## src/rtl/mac_conv_ctrl_if.sv

```systemverilog
// Bundle of the load stream, result stream and MAC operand/result signals
// seen by the convolution sequencer.
interface mac_conv_ctrl_if;
    // Both streams use valid/ready: a word moves on a cycle where valid and ready
    // are both high at the rising edge, and the sender holds valid and data
    // stable until that happens.
    logic [13:0] s_data;
    logic        s_valid;
    logic        s_ready;
    logic [27:0] m_data;
    logic        m_valid;
    logic        m_ready;
    logic        mac_reset;
    logic [13:0] mac_a;
    logic [13:0] mac_b;
    logic        mac_valid_in;
    logic [27:0] mac_f;
    logic        mac_valid_out;

    modport master (
        input  s_data, s_valid, m_ready, mac_f, mac_valid_out,
        output s_ready, m_data, m_valid, mac_reset, mac_a, mac_b, mac_valid_in
    );

    modport slave (
        output s_data, s_valid, m_ready, mac_f, mac_valid_out,
        input  s_ready, m_data, m_valid, mac_reset, mac_a, mac_b, mac_valid_in
    );
endinterface

```

## src/rtl/mac_conv_ctrl.sv

```systemverilog
// Valid-mode 1-D convolution sequencer: loads M taps and N samples, then runs
// N-M+1 dot products through one shared pipelined MAC and streams the results.
module mac_conv_ctrl #(
    parameter int M    = 4,
    parameter int N    = 8,
    parameter int PIPE = 5
) (
    input  logic            clk,
    input  logic            reset,
    mac_conv_ctrl_if.master bus,
    output logic [2:0]      dbg_state,
    output logic            dbg_late
);
    localparam int WW  = $clog2(M);
    localparam int XW  = $clog2(N);
    localparam int SW  = $clog2(M + 1);
    localparam int LAT = 1 + M + PIPE;
    localparam int CW  = $clog2(LAT + 2);

    localparam logic [WW-1:0] W_LAST    = WW'(M - 1);
    localparam logic [XW-1:0] X_LAST    = XW'(N - 1);
    localparam logic [XW-1:0] K_LAST    = XW'(N - M);
    localparam logic [SW-1:0] SEEN_LAST = SW'(M - 1);
    localparam logic [SW-1:0] SEEN_DONE = SW'(M);

    typedef enum logic [2:0] {
        LOAD_W = 3'd0,
        LOAD_X = 3'd1,
        CLEAR  = 3'd2,
        ISSUE  = 3'd3,
        DRAIN  = 3'd4,
        OUTPUT = 3'd5
    } state_t;

    state_t        state, state_nx;
    logic [13:0]   w [M];
    logic [13:0]   x [N];
    logic [WW-1:0] wi, j;
    logic [XW-1:0] xi, k, idx;
    logic [SW-1:0] seen;
    logic [CW-1:0] cyc;
    logic [27:0]   m_data_q;
    logic          s_rdy, m_vld, vin, s_fire, pulse, done;
    logic [13:0]   op_a, op_b;

    always_comb begin
        state_nx = state;
        s_rdy    = 1'b0;
        m_vld    = 1'b0;
        vin      = 1'b0;
        op_a     = '0;
        op_b     = '0;
        idx      = k + XW'(j);
        pulse    = bus.mac_valid_out && (state == ISSUE || state == DRAIN);
        done     = (state == DRAIN) &&
                   ((pulse && seen == SEEN_LAST) || seen == SEEN_DONE);
        s_fire   = 1'b0;
        case (state)
            LOAD_W: begin
                s_rdy  = !reset;
                s_fire = bus.s_valid && s_rdy;
                if (s_fire && wi == W_LAST) state_nx = LOAD_X;
            end
            LOAD_X: begin
                s_rdy  = !reset;
                s_fire = bus.s_valid && s_rdy;
                if (s_fire && xi == X_LAST) state_nx = CLEAR;
            end
            CLEAR:  state_nx = ISSUE;
            ISSUE: begin
                vin  = 1'b1;
                op_a = w[j];
                op_b = x[idx];
                if (j == W_LAST) state_nx = DRAIN;
            end
            DRAIN:  if (done) state_nx = OUTPUT;
            OUTPUT: begin
                m_vld = 1'b1;
                if (bus.m_ready) state_nx = (k == K_LAST) ? LOAD_W : CLEAR;
            end
            default: state_nx = LOAD_W;
        endcase
    end

    always_ff @(posedge clk) begin
        if (reset) begin
            state    <= LOAD_W;
            wi       <= '0;
            xi       <= '0;
            k        <= '0;
            j        <= '0;
            seen     <= '0;
            cyc      <= '0;
            m_data_q <= '0;
        end else begin
            state <= state_nx;
            case (state)
                LOAD_W: if (s_fire) begin
                    w[wi] <= bus.s_data;
                    wi    <= (wi == W_LAST) ? '0 : wi + WW'(1);
                end
                LOAD_X: if (s_fire) begin
                    x[xi] <= bus.s_data;
                    xi    <= (xi == X_LAST) ? '0 : xi + XW'(1);
                    if (xi == X_LAST) k <= '0;
                end
                CLEAR: begin
                    j    <= '0;
                    seen <= '0;
                    cyc  <= CW'(1);
                end
                ISSUE, DRAIN: begin
                    if (state == ISSUE) j <= j + WW'(1);
                    if (pulse) seen <= seen + SW'(1);
                    if (done) m_data_q <= bus.mac_f;
                    if (cyc != {CW{1'b1}}) cyc <= cyc + CW'(1);
                end
                OUTPUT: if (bus.m_ready) begin
                    // A new frame always starts with fresh taps.
                    if (k == K_LAST) begin
                        wi <= '0;
                        xi <= '0;
                    end else begin
                        k <= k + XW'(1);
                    end
                end
                default: ;
            endcase
        end
    end

    assign bus.s_ready      = s_rdy;
    assign bus.m_valid      = m_vld;
    assign bus.m_data       = m_data_q;
    assign bus.mac_reset    = reset || (state == CLEAR);
    assign bus.mac_a        = op_a;
    assign bus.mac_b        = op_b;
    assign bus.mac_valid_in = vin;
    assign dbg_state        = state;
    // Flags a dot product that has waited past its nominal MAC latency.
    assign dbg_late         = (state == DRAIN) && (cyc > CW'(LAT));
endmodule

```

## src/flat_wrapper.sv

```systemverilog
// flat-port wrapper written by rule: the top's interface ports become plain ports
module mac_conv_ctrl_flat 
#(
    parameter int M    = 4,
    parameter int N    = 8,
    parameter int PIPE = 5
)
  (clk, reset, dbg_state, dbg_late, bus_s_data, bus_s_valid, bus_m_ready, bus_mac_f, bus_mac_valid_out, bus_s_ready, bus_m_data, bus_m_valid, bus_mac_reset, bus_mac_a, bus_mac_b, bus_mac_valid_in);
  mac_conv_ctrl_if bus_i ();
  input  logic clk;
  input  logic reset;
  output logic [2:0] dbg_state;
  output logic dbg_late;
  input wire logic [$bits(bus_i.s_data)-1:0] bus_s_data;
  input wire logic [$bits(bus_i.s_valid)-1:0] bus_s_valid;
  input wire logic [$bits(bus_i.m_ready)-1:0] bus_m_ready;
  input wire logic [$bits(bus_i.mac_f)-1:0] bus_mac_f;
  input wire logic [$bits(bus_i.mac_valid_out)-1:0] bus_mac_valid_out;
  output wire logic [$bits(bus_i.s_ready)-1:0] bus_s_ready;
  output wire logic [$bits(bus_i.m_data)-1:0] bus_m_data;
  output wire logic [$bits(bus_i.m_valid)-1:0] bus_m_valid;
  output wire logic [$bits(bus_i.mac_reset)-1:0] bus_mac_reset;
  output wire logic [$bits(bus_i.mac_a)-1:0] bus_mac_a;
  output wire logic [$bits(bus_i.mac_b)-1:0] bus_mac_b;
  output wire logic [$bits(bus_i.mac_valid_in)-1:0] bus_mac_valid_in;
  assign bus_i.s_data = bus_s_data;
  assign bus_i.s_valid = bus_s_valid;
  assign bus_i.m_ready = bus_m_ready;
  assign bus_i.mac_f = bus_mac_f;
  assign bus_i.mac_valid_out = bus_mac_valid_out;
  assign bus_s_ready = bus_i.s_ready;
  assign bus_m_data = bus_i.m_data;
  assign bus_m_valid = bus_i.m_valid;
  assign bus_mac_reset = bus_i.mac_reset;
  assign bus_mac_a = bus_i.mac_a;
  assign bus_mac_b = bus_i.mac_b;
  assign bus_mac_valid_in = bus_i.mac_valid_in;
  mac_conv_ctrl #(.M(M), .N(N), .PIPE(PIPE)) u_core (.clk(clk), .reset(reset), .bus(bus_i), .dbg_state(dbg_state), .dbg_late(dbg_late));
endmodule
```

## config.mk

```make
export PLATFORM = sky130hd
export DESIGN_NAME = mac_conv_ctrl_flat
export DESIGN_NICKNAME = d
export VERILOG_FILES = /design/src/rtl/mac_conv_ctrl_if.sv /design/src/rtl/mac_conv_ctrl.sv /design/src/flat_wrapper.sv
export SDC_FILE = /design/constraint.sdc
export NUM_CORES = 1
export LEC_CHECK = 0
export ABC_CLOCK_PERIOD_IN_PS = 6100
export CORE_ASPECT_RATIO = 1.5
export CORE_UTILIZATION = 59
export DETAILED_ROUTE_END_ITERATION = 12
export GPL_ROUTABILITY_DRIVEN = 0
export PLACE_DENSITY_LB_ADDON = 0.1
export SLEW_MARGIN = 20
export SYNTH_ARGS = -nofsm -noshare
export SYNTH_HDL_FRONTEND = slang
export SYNTH_SLANG_ARGS = --single-unit
```

## constraint.sdc

```tcl
create_clock -name clk -period 6.1 [get_ports clk]
set_clock_uncertainty 0.05 [all_clocks]
set_input_delay 1.22 -clock clk [delete_from_list [all_inputs] [get_ports clk]]
set_output_delay 1.22 -clock clk [all_outputs]
set_load 0.005 [all_outputs]
```

After elaboration in Yosys (flattened, before gate mapping)
Memories as Yosys holds them, arrays and structs flattened. A register that Yosys moved wholly into a read port is not among the register bits.
Cells that the tools add are included.
Widths: inputs -> output; s select.

word-level totals
  register bits = 48
  bits in writable memories = 168
  bits of input ports = 47
  output and inout bits = 64
  word-level logic and storage cells = 111
  memories = 2

memory list
  name      depth  bits a word  read ports  clocked after Yosys merged registers in  write ports  RTL line             source
  u_core.x  8      14           1           0                                        1            mac_conv_ctrl.sv:37  logic [13:0] x [N];
  u_core.w  4      14           1           1                                        1            mac_conv_ctrl.sv:36  logic [13:0] w [M];

operators by class
  $add $sub $neg = 7
  order comparisons = 1
  equal/unequal tests = 25
  mux-type cells = 43
  reductions and logical operators = 25

operators with widths
  kind                 count
  $mux 3               14
  $mux 14              2
  $ne 2x1->1 const B   10
  $pmux 3 s2           3
  $pmux 3 s6           1
  $mux 2               8
  $eq 3x3->1 const B   5
  $mux 1               11
  $reduce_and 5->1     2
  $add 3x1->3 const B  3
  $eq 3x2->1 const B   3
  $pmux 2 s2           2
  $pmux 4 s2           1
  $reduce_and 2->1     4
  $reduce_and 4->1     2
  $logic_and 1x1->1    7
  $ne 2x2->1 const B   3
  $reduce_bool 2->1    3
  $add 2x1->2 const B  2
  $add 4x1->4 const B  1
  $eq 2x2->1 const B   2
  $gt 4x4->1 const B   1
  $mux 4               1
  $ne 4x4->1 const B   1
  6 further kinds      9

Depth between registers and ports, before layout
  depth in word-level cells = 8
  gate-level depth with buffers = 8
  mapped depth without buffers = 6

Worst setup path before layout
Ideal clock, no wire load.

  path kind = register to output
  start = reg u_core.k[0]
  end = out bus_mac_b[10]
  data arrival time = 2.089 ns
  data required time = 4.830 ns
  slack = 2.741 ns
  cell stages (with the launch flop) = 9
  buffers on the path = 2
  cells stage by stage = dfxtp_1 > ha_1 > inv_1 > fa_1 > buf_2 > buf_1 > mux4_2 > nand2_1 > a21oi_1

between the ends
  cells in the longest elaborated chain, start to end = 3

RTL lines
  what                    RTL line              source
  start, declared         mac_conv_ctrl.sv:39   logic [XW-1:0] xi, k, idx;
  start signal, assigned  mac_conv_ctrl.sv:124  k <= k + XW'(1);
  $add 3x2->3             mac_conv_ctrl.sv:53   idx = k + XW'(j);
  $mem_v2 8x14            -
  $mux 14                 mac_conv_ctrl.sv:58   case (state)
  end, declared           flat_wrapper.sv:24    output wire logic [$bits(bus_i.mac_b)-1:0] bus_mac_b;

No other way between the ends.

Final worst setup path
  start = reg u_core.k[0]
  end = out bus_mac_b[1]

The elaborated chain is that of the path after synthesis.

==> run_results.csv <==
group,metric,value,unit
clock_network,cts_tree,"yes",
pwr,pwr-share-seq,54.5,%
pwr,ir_drop,0.233,mV
pwr,p_leak,3.47,nW
synthesis,ys_warn_count,0,
route,routed_wl,18.2,mm
worst_setup_path,r2r_slack,3.43,ns
floorplanning,rows,54,
floorplanning,dieArea,15300,um^2
hold_path,hold_depth,2,
worst_setup_path,worstSetupEndpointType,"output port",
timing,finalSetupViolCount,0,
timing,rsz0062_at_grt,"false",
global_routing,grt_pass1_wl,27.7,mm
clock_network,root_buffer,"clkbuf_16",
place,dp_cells,857,
clock_network,postCtsSetupRepairBufs,0,
place,place_ws,1.65,ns
synthesis,synth_area_leaders,"edfxtp_1, dfxtp_1, mux4_2, nand2_1, a21oi_1",
global_routing,grt_start_max_net_pins,50,
route,drtPass1Iterations,6,
pwr,swShare,18.8,%
synthesis,ys_ff_latch,218,
run_status,status,"finished clean",
synthesis,syn_inst,575,
floorplanning,ios,111,
synthesis,async_reset_ff_share,0,%
timing,slew_headroom,34.4,%
timing,finalHoldWorstSlack,0.404,ns
clock_network,clk_latency,0.49,ns
synthesis,syn_nets,638,
worst_setup_path,crit_arrival,3.68,ns
clock_network,cts_made_buffers,20,
worst_setup_path,path_max_fanout,15,
global_routing,grt_overflow_total,0,
timing,worst_slew_pin_slew,0.984,ns
global_routing,grt_pass1_vias,5291,
synthesis,yosysMostFrequentCell,"edfxtp_1",
synthesis,synth-seq-area-share,69.2,%
floorplanning,die_w,101,um
worst_setup_path,crit_type,"flip-flop to output port",
pwr,netSwitchingPower,554,uW
timing,fin_setup_tns,0,ns
route,wire_per_inst,20.4,um
synthesis,synth_top_area_share,57.7,%
timing,fin_crit,4.95,ns
synthesis,synth-edff-count,168,
place,dpl.hpwl,11.5,mm
pwr,total_power,2.95,mW
floorplanning,core,14500,um^2
worst_setup_path,rr_worst_depth,5,
synthesis,synthFlopType,"edfxtp_1",
route,viasPerCell,5.73,
flow_run,maxCapViolCount,0,
place,io_buffers,110,
synthesis,synth_cell_type_count,52,
final_layout,final_nets,746,
synthesis,netlist_area,8740,um^2
timing,drv_slew,0,
pwr,p_int,2.40,mW
final_layout,fin_cells,893,
synthesis,synthTopCellsByCount,"edfxtp_1, nand2_1, a21oi_1",
route,ant_nets,0,
timing,post-route-period-util,81.1,%
final_layout,post-route-cell-area,10700,um^2
timing,max_freq,0.202,GHz
global_routing,track_usage,24.4,%
clock_network,numClockSinks,218,
clock_network,clock_path_buffers,3,
clock_network,cts_hold_buf,0,
clock_network,cts_resized,0,
global_routing,antenna_found_initial,0,
synthesis,synth_area_per_cell,15.2,um^2
final_layout,area_delta_synth_final,22.2,%
floorplanning,start_util,60.2,%
timing,hold_viol_final,0,
clock_network,clkTransAtPathRegs,0.07,ns
worst_setup_path,critPathRequiredTime,4.83,ns
worst_setup_path,setup.worst_path.start_class,"flip-flop",
clock_network,htreeDepth,1,
hold_path,hold_path_class,"flip-flop to flip-flop",
place,place_area,10000,um^2
timing,setup_ws,1.15,ns
final_layout,drive_above_1_share,14.3,%
route,drt-initial-drc-count,273,
route,via_count,5115,
pwr,powerDensity,276,nW/um^2
floorplanning,die_y,151,um
final_layout,post-route-util,73.5,%
pwr,p_clk_share,43.2,%
route,drc,0,
final_layout,antennaDiodeCount,0,
synthesis,yosysTopAreaCell,"edfxtp_1",
pwr,comb_power_share,2.3,%
-- cells in the final DEF, fill, tap and decap left out, drive strengths merged, types with 7 or more instances in the layout --
master         count
buf                7
dfxtp             50
clkbuf            25
ha                15
nor2              16
nand3             10
and2              20
clkdlybuf4s50    109
nand2             98
inv               14
a21oi             52
mux4              42
edfxtp           168
-- cell families (layout without fill, tap and decap cells) --
kind of cell / count (synthesis) / after routing / share of synthesized area, %
compound gates: 74 / 74 / 5.08
xor+xnor: 4 / 4 / 0.401
fa+ha+maj: 16 / 16 / 2.38
buf+inv: 44 / 166 / 2.38
flops: 218 / 218 / 69.2
mux: 45 / 45 / 11.2
simple gates: 174 / 174 / 9.39
-- registers in the layout (all words and copies together) (netlist names), named ones only --
name,count
u_core.w,56
u_core.xi,3
u_core.cyc,4
u_core.wi,2
u_core.j,2
u_core.bus.m_data,28
u_core.seen,3
u_core.k,3
u_core.x,112
u_core.dbg_state,3
-- final cells by class --
cell class              count  area [um^2]
well taps                 196          245
flip-flops and latches    218         6050
repair buffers            116         1140
clock inverters            11          138
fillers                   933         3850
clock buffers              25          541
inverters                  14         52.6
multi-input cells         313         2520
-- power groups by stage --
stage	Combinational, mW	Sequential, mW	Clock, mW
2_1_floorplan	0.0162	1.64	0
4_1_cts	0.0688	1.61	1.30
6_report	0.0681	1.61	1.28
3_3_place_gp	0.0655	1.64	0
3_5_place_dp	0.0685	1.64	0
5_1_grt	0.0734	1.61	1.35
-- final timing paths --
check,to,start
hold / removal,u_core.bus.m_data[4],u_core.bus.m_data[4]
setup / recovery,bus_mac_b[1],u_core.k[0]
hold reg to reg,u_core.bus.m_data[4],u_core.bus.m_data[4]
setup reg to reg,u_core.seen[2],u_core.dbg_state[0]
-- routing by layer --
metal / routed length [um] / vias up / track usage, % / part of all wire (%)
met5: 0 / - / 0 / 0
met4: 320 / 0 / 8.41 / 1.8
met3: 1000 / 25 / 4.11 / 5.5
met2: 10300 / 192 / 45.1 / 56
met1: 6640 / 2542 / 28.4 / 36
li1: - / 2356 / - / -
-- worst max-delay path: stages, from the launching register on --
cell and delay, ns:
dfxtp_1 0.40, ha_1 0.17, inv_1 0.06, fa_1 1.03, buf_4 0.38, mux4_2 0.24
nand2_1 0.06, a21oi_1 0.29, clkdlybuf4s50_1 0.57
Note: power is estimated with default switching activity, not from simulation.
